<file path="config.mk">
export PLATFORM = sky130hd
export DESIGN_NAME = mvau_weight_stream
export DESIGN_NICKNAME = d
export VERILOG_FILES = /design/src/rtl/mvau_weight_stream.sv
export SDC_FILE = /design/constraint.sdc
export NUM_CORES = 1
export LEC_CHECK = 0
export BUFFER_PORTS_ARGS = -buffer_cell sky130_fd_sc_hd__buf_4
export CORE_MARGIN = 1.5
export CORE_UTILIZATION = 40
export DETAILED_ROUTE_END_ITERATION = 8
export GPL_TIMING_DRIVEN = 0
export SYNTH_ARGS = -nofsm -noshare
export SYNTH_HDL_FRONTEND = slang
export SYNTH_SLANG_ARGS = --single-unit
</file>
<file path="constraint.sdc">
create_clock -name aclk -period 1.9 [get_ports aclk]
set_input_delay 0.38 -clock aclk [delete_from_list [all_inputs] [get_ports aclk]]
set_output_delay 0.38 -clock aclk [all_outputs]
set_load 0.05 [all_outputs]
</file>
<file path="src/rtl/mvau_weight_stream.sv">
// Weight-stream sequencer: sweeps the weight memory NUM_PASSES times per start and
// re-times the registered read data into a backpressure-safe stream with per-pass tlast.
module mvau_weight_stream #(
  parameter int unsigned SIMD         = 2,
  parameter int unsigned TW           = 1,
  parameter int unsigned WMEM_DEPTH   = 4,
  parameter int unsigned WMEM_ADDR_BW = 4,
  parameter int unsigned NUM_PASSES   = 2
) (
  input  logic                    aclk,
  input  logic                    areset,
  input  logic                    start,
  output logic                    busy,
  output logic                    done,
  output logic [WMEM_ADDR_BW-1:0] wmem_addr,
  input  logic [SIMD*TW-1:0]      wmem_out,
  output logic [SIMD*TW-1:0]      m_axis_tdata,
  output logic                    m_axis_tvalid,
  output logic                    m_axis_tlast,
  input  logic                    m_axis_tready
);

  localparam int unsigned DW      = SIMD * TW;
  localparam int unsigned PASS_BW = (NUM_PASSES > 1) ? $clog2(NUM_PASSES) : 1;
  localparam logic [WMEM_ADDR_BW-1:0] ADDR_LAST = WMEM_ADDR_BW'(WMEM_DEPTH - 1);
  localparam logic [PASS_BW-1:0]      PASS_LAST = PASS_BW'(NUM_PASSES - 1);

  typedef enum logic [1:0] {
    S_IDLE  = 2'd0,
    S_RUN   = 2'd1,
    S_DRAIN = 2'd2
  } state_t;

  state_t state, state_nxt;

  logic [WMEM_ADDR_BW-1:0] addr_q;
  logic [PASS_BW-1:0]      pass_q;
  logic                    inflight_q;
  logic                    tag_last_q;
  logic                    tag_final_q;

  logic [1:0]              occ_q;
  logic [DW-1:0]           head_data_q;
  logic                    head_last_q;
  logic                    head_final_q;
  logic [DW-1:0]           tail_data_q;
  logic                    tail_last_q;
  logic                    tail_final_q;

  logic launch_c;
  logic issue_c;
  logic done_c;
  logic pop_c;
  logic push_c;
  logic credit_ok_c;
  logic addr_wrap_c;
  logic pass_last_c;

  assign pop_c       = m_axis_tvalid && m_axis_tready;
  assign push_c      = inflight_q;
  assign addr_wrap_c = (addr_q == ADDR_LAST);
  assign pass_last_c = (pass_q == PASS_LAST);
  // Outstanding words (buffered + in flight, net of this cycle's pop) must stay below FIFO depth.
  assign credit_ok_c = (3'(occ_q) + 3'(inflight_q)) < (3'd2 + 3'(pop_c));

  // State register
  always_ff @(posedge aclk or posedge areset) begin
    if (areset) begin
      state <= S_IDLE;
    end else begin
      state <= state_nxt;
    end
  end

  // Next-state and per-cycle controls
  always_comb begin
    state_nxt = state;
    launch_c  = 1'b0;
    issue_c   = 1'b0;
    done_c    = 1'b0;
    case (state)
      S_IDLE: begin
        if (start) begin
          launch_c  = 1'b1;
          state_nxt = S_RUN;
        end
      end
      S_RUN: begin
        issue_c = credit_ok_c;
        if (credit_ok_c && addr_wrap_c && pass_last_c) begin
          state_nxt = S_DRAIN;
        end
      end
      S_DRAIN: begin
        if (pop_c && head_last_q && head_final_q) begin
          done_c    = 1'b1;
          state_nxt = S_IDLE;
        end
      end
      default: state_nxt = S_IDLE;
    endcase
  end

  // Address and pass counters; the wrap is explicit so non-power-of-two depths work
  always_ff @(posedge aclk or posedge areset) begin
    if (areset) begin
      addr_q <= '0;
      pass_q <= '0;
    end else if (launch_c) begin
      addr_q <= '0;
      pass_q <= '0;
    end else if (issue_c) begin
      if (addr_wrap_c) begin
        addr_q <= '0;
        pass_q <= pass_last_c ? '0 : pass_q + PASS_BW'(1);
      end else begin
        addr_q <= addr_q + WMEM_ADDR_BW'(1);
      end
    end
  end

  // Tags follow each read through the memory's one-cycle latency
  always_ff @(posedge aclk or posedge areset) begin
    if (areset) begin
      inflight_q  <= 1'b0;
      tag_last_q  <= 1'b0;
      tag_final_q <= 1'b0;
    end else begin
      inflight_q  <= issue_c;
      tag_last_q  <= addr_wrap_c;
      tag_final_q <= pass_last_c;
    end
  end

  // Two-entry FIFO; wmem_out is only captured in the cycle after an issue
  always_ff @(posedge aclk or posedge areset) begin
    if (areset) begin
      occ_q        <= '0;
      head_data_q  <= '0;
      head_last_q  <= 1'b0;
      head_final_q <= 1'b0;
      tail_data_q  <= '0;
      tail_last_q  <= 1'b0;
      tail_final_q <= 1'b0;
    end else begin
      case ({push_c, pop_c})
        2'b10: begin
          if (occ_q == 2'd0) begin
            head_data_q  <= wmem_out;
            head_last_q  <= tag_last_q;
            head_final_q <= tag_final_q;
          end else begin
            tail_data_q  <= wmem_out;
            tail_last_q  <= tag_last_q;
            tail_final_q <= tag_final_q;
          end
          occ_q <= occ_q + 2'd1;
        end
        2'b01: begin
          head_data_q  <= tail_data_q;
          head_last_q  <= tail_last_q;
          head_final_q <= tail_final_q;
          occ_q        <= occ_q - 2'd1;
        end
        2'b11: begin
          if (occ_q == 2'd1) begin
            head_data_q  <= wmem_out;
            head_last_q  <= tag_last_q;
            head_final_q <= tag_final_q;
          end else begin
            head_data_q  <= tail_data_q;
            head_last_q  <= tail_last_q;
            head_final_q <= tail_final_q;
            tail_data_q  <= wmem_out;
            tail_last_q  <= tag_last_q;
            tail_final_q <= tag_final_q;
          end
        end
        default: ;
      endcase
    end
  end

  assign busy          = (state != S_IDLE);
  assign done          = done_c;
  assign wmem_addr     = addr_q;
  assign m_axis_tdata  = head_data_q;
  assign m_axis_tvalid = (occ_q != 2'd0);
  assign m_axis_tlast  = m_axis_tvalid && head_last_q;

  fifo_no_overflow: assert property (@(posedge aclk) disable iff (areset)
    !(push_c && !pop_c && (occ_q == 2'd2)));

endmodule

</file>
==> flow_summary.json <==
{
  "overflow": 0,
  "r2r-start": "occ_q[1]$_DFFE_PP0P_",
  "yosysTopAreaCell": "dfrtp_1",
  "wl_mm": 2.00,
  "dieHeight_um": 53.2,
  "clkTransAtPathRegs_ns": 0.12,
  "grt_pass1_vias": 722,
  "synth-seq-cells": 20,
  "crit_path_cell_trace": "inv_2 > ha_4 > nor2b_4 > inv_1 > ha_1 > nand2_1 > o21ai_1 > a21oi_2 > buf_6 > mux2_4",
  "start_kind": "flip-flop",
  "synth_top_cell_area_share": 0.496,
  "worstPathRequired_ns": 2.11,
  "area_growth_pct": 35.2,
  "vias": 769,
  "vdd_drop_max_uv": 1320,
  "synthFlopType": "dfrtp_1",
  "slew_viol_final": 0,
  "synth_edf_count": 0,
  "startpoint": "occ_q[1]$_DFFE_PP0P_",
  "dpl.hpwl_mm": 1.37,
  "rsz0062_at_grt": "yes",
  "drive_gt1_frac": 0.371,
  "ios": 16,
  "yosysSeqAreaShare": 0.496,
  "dieArea_um2": 2830,
  "nFillCells": 220,
  "gp_congestion": 0.661,
  "synth_compound_area_frac": 0.132,
  "drtAntennaViolNets": 0,
  "multi_input_comb_area_um2": 539,
  "wl_per_cell_um": 13.0,
  "placed_cells": 140,
  "cts_max_path_buffers": 2,
  "synth-adder-area-share": 0.0993,
  "cts_inserted_buffers": 3,
  "yosys.area_share.simple": 0.151,
  "drcViolationCount": 0,
  "cp_slowest_stage_delay_ns": 0.39,
  "dr.first_iter.drc_count": 9,
  "drv_cap": 0,
  "period_needed_ns": 1.86,
  "skew_ns": 0.0128,
  "syn_nets": 109,
  "max_freq_mhz": 537,
  "hold_buffers": 0,
  "htreeDepth": 1,
  "stdcell_count": 154,
  "synth_xor_area_frac": 0.0174,
  "cts_root_buf": "clkbuf_4",
  "netlist_top_cells_count": "20 x dfrtp_1, 15 x nand2_1, 9 x o21ai_0",
  "powerDensity_nw_per_um2": 1940,
  "arrival_ns": 2.07,
  "portBuffers": 15,
  "path_delay_family": "flip-flops",
  "seq_area_um2": 502,
  "antenna_found_initial": 0,
  "status": "finished clean",
  "die_w_um": 53.2,
  "worstPathMaxFanout": 6,
  "ys_top_cells_by_area": "dfrtp_1 50%, ha_1 9.9%, nand2_1 5.6%",
  "finalPower_mw": 2.65,
  "synth_top_family_by_area": "simple AND/OR/NAND/NOR gates",
  "leakage_nw": 0.670,
  "drt_pass1_iterations": 4,
  "hold_class": "in -> async",
  "synthArstFlopShare": 1.00,
  "path_class": "reg -> reg",
  "min_period_over_period": 0.980,
  "grt_use_total": 0.160,
  "relSlewSlack": 0.509,
  "grt_pass1_wl_mm": 3.12,
  "yosys_warnings": 0,
  "grt_max_degree": 21,
  "cpMaxStageDelayCell": "dfrtp_1",
  "setup_viol": 0,
  "cts_sinks": 20,
  "nets": 139,
  "initial_utilization": 0.415,
  "via_per_inst": 4.99,
  "hold_viol": 0,
  "syn_inst": 95,
  "cp_num_buf_inv": 3,
  "worstMarginPinSlew_ns": 0.736,
  "clkLatencyLatePin_ns": 0.31,
  "coreArea_um2": 2430,
  "row_count": 18,
  "synthMuxAreaShare": 0.0744,
  "ys_types": 24,
  "synth.most_common_cell": "dfrtp_1",
  "avgSynthCellArea_um2": 10.6,
  "n_antenna_cell": 0,
  "netlist_area_um2": 1010,
  "tritoncts": "built",
  "crit_path_end_kind": "flip-flop"
}
==> path summary, 6_finish.rpt <==
check	to	cells after the start	slack (ns)
worst max-delay path	tail_last_q$_DFFE_PP0P_	10	0.04
worst min-delay path	tag_last_q$_DFF_PP0_	2	0.18
worst max register to register	tail_last_q$_DFFE_PP0P_	10	0.04
worst min register to register	tag_final_q$_DFF_PP0_	0	0.46
max in group asynchronous	inflight_q$_DFF_PP0_	2	1.22
min in group aclk	tail_data_q[1]$_DFFE_PP0P_	2	0.30
==> worst reg2reg max path: stages, from the launching register on <==
cell,delay [ns]
dfrtp_1,0.39
inv_2,0.07
ha_4,0.19
nor2b_4,0.16
inv_1,0.06
ha_1,0.18
nand2_1,0.06
o21ai_1,0.07
a21oi_2,0.15
buf_6,0.14
mux2_4,0.30
==> metal layers <==
metal	global-route usage	wire (um)
met1	0.205	937
met2	0.249	959
met3	0.0339	52
met4	0.0897	49
met5	0	0
==> stage by stage <==
stage          TNS [ns]  instance area, um2  setup slack [ns]  hold slack, ns  utilization
3_3_place_gp     -0.982                1170            -0.154           0.435        0.481
2_1_floorplan         0                1020            0.0378           0.344            -
5_1_grt          -0.232                1360           -0.0476           0.230        0.561
3_5_place_dp      -1.30                1170            -0.194           0.438        0.481
4_1_cts         -0.0498                1310           -0.0260           0.212        0.540
6_report              0                1360            0.0381           0.177        0.561
==> state kept, by name (all words and copies together) (netlist names), 2 cells and up <==
signal / count
m_axis_tdata: 2
occ_q: 2
state: 2
tail_data_q: 2
wmem_addr: 4
==> power by group <==
| group | internal (mW) | switching (mW) | leakage, nW | total (mW) |
|---|---|---|---|---|
| Clock | 0.213 | 0.137 | 0.0279 | 0.351 |
| Combinational | 0.739 | 0.835 | 0.390 | 1.57 |
| Sequential | 0.600 | 0.128 | 0.251 | 0.728 |
==> layout make-up <==
cell class                 count  share of cell area
clock buffer                   3              0.0165
clock inverter                 1              0.0220
inverter                       8              0.0220
multi-input combinational     67               0.395
sequential                    20               0.368
tap                           30              0.0275
timing repair buffer          25               0.149
==> logic make-up (layout without fill, tap and decap cells) <==
group	count (synthesis)	in the layout
AND/OR/NAND/NOR	30	30
flip-flops	20	20
AO/OA/AOI/OAI	20	20
multiplexers	7	7
adder cells (fa/ha/maj)	8	8
XOR/XNOR	2	2
buffers and inverters	8	37
==> cells in the final DEF (no fill, tap or decap), types with 2 or more instances in the layout <==
master,netlist,layout
o21ai_0,9,8
dfrtp_1,20,19
nand2b_1,2,2
a21oi_1,3,2
xnor2_1,2,2
a22oi_1,4,4
nor2_1,3,2
mux2_4,0,3
mux2i_1,3,2
ha_1,8,5
clkbuf_4,0,3
buf_4,0,21
ha_4,0,2
nand2_1,15,15
and3_1,2,2
buf_6,0,4
inv_1,8,7
==> timing repair <==
action                     in CTS  in global routing
resized for setup               8                  8
buffers inserted                6                  4
pin swaps                       3                  2
setup endpoints to repair      12                 14
Note: power is estimated with default switching activity, not from simulation.
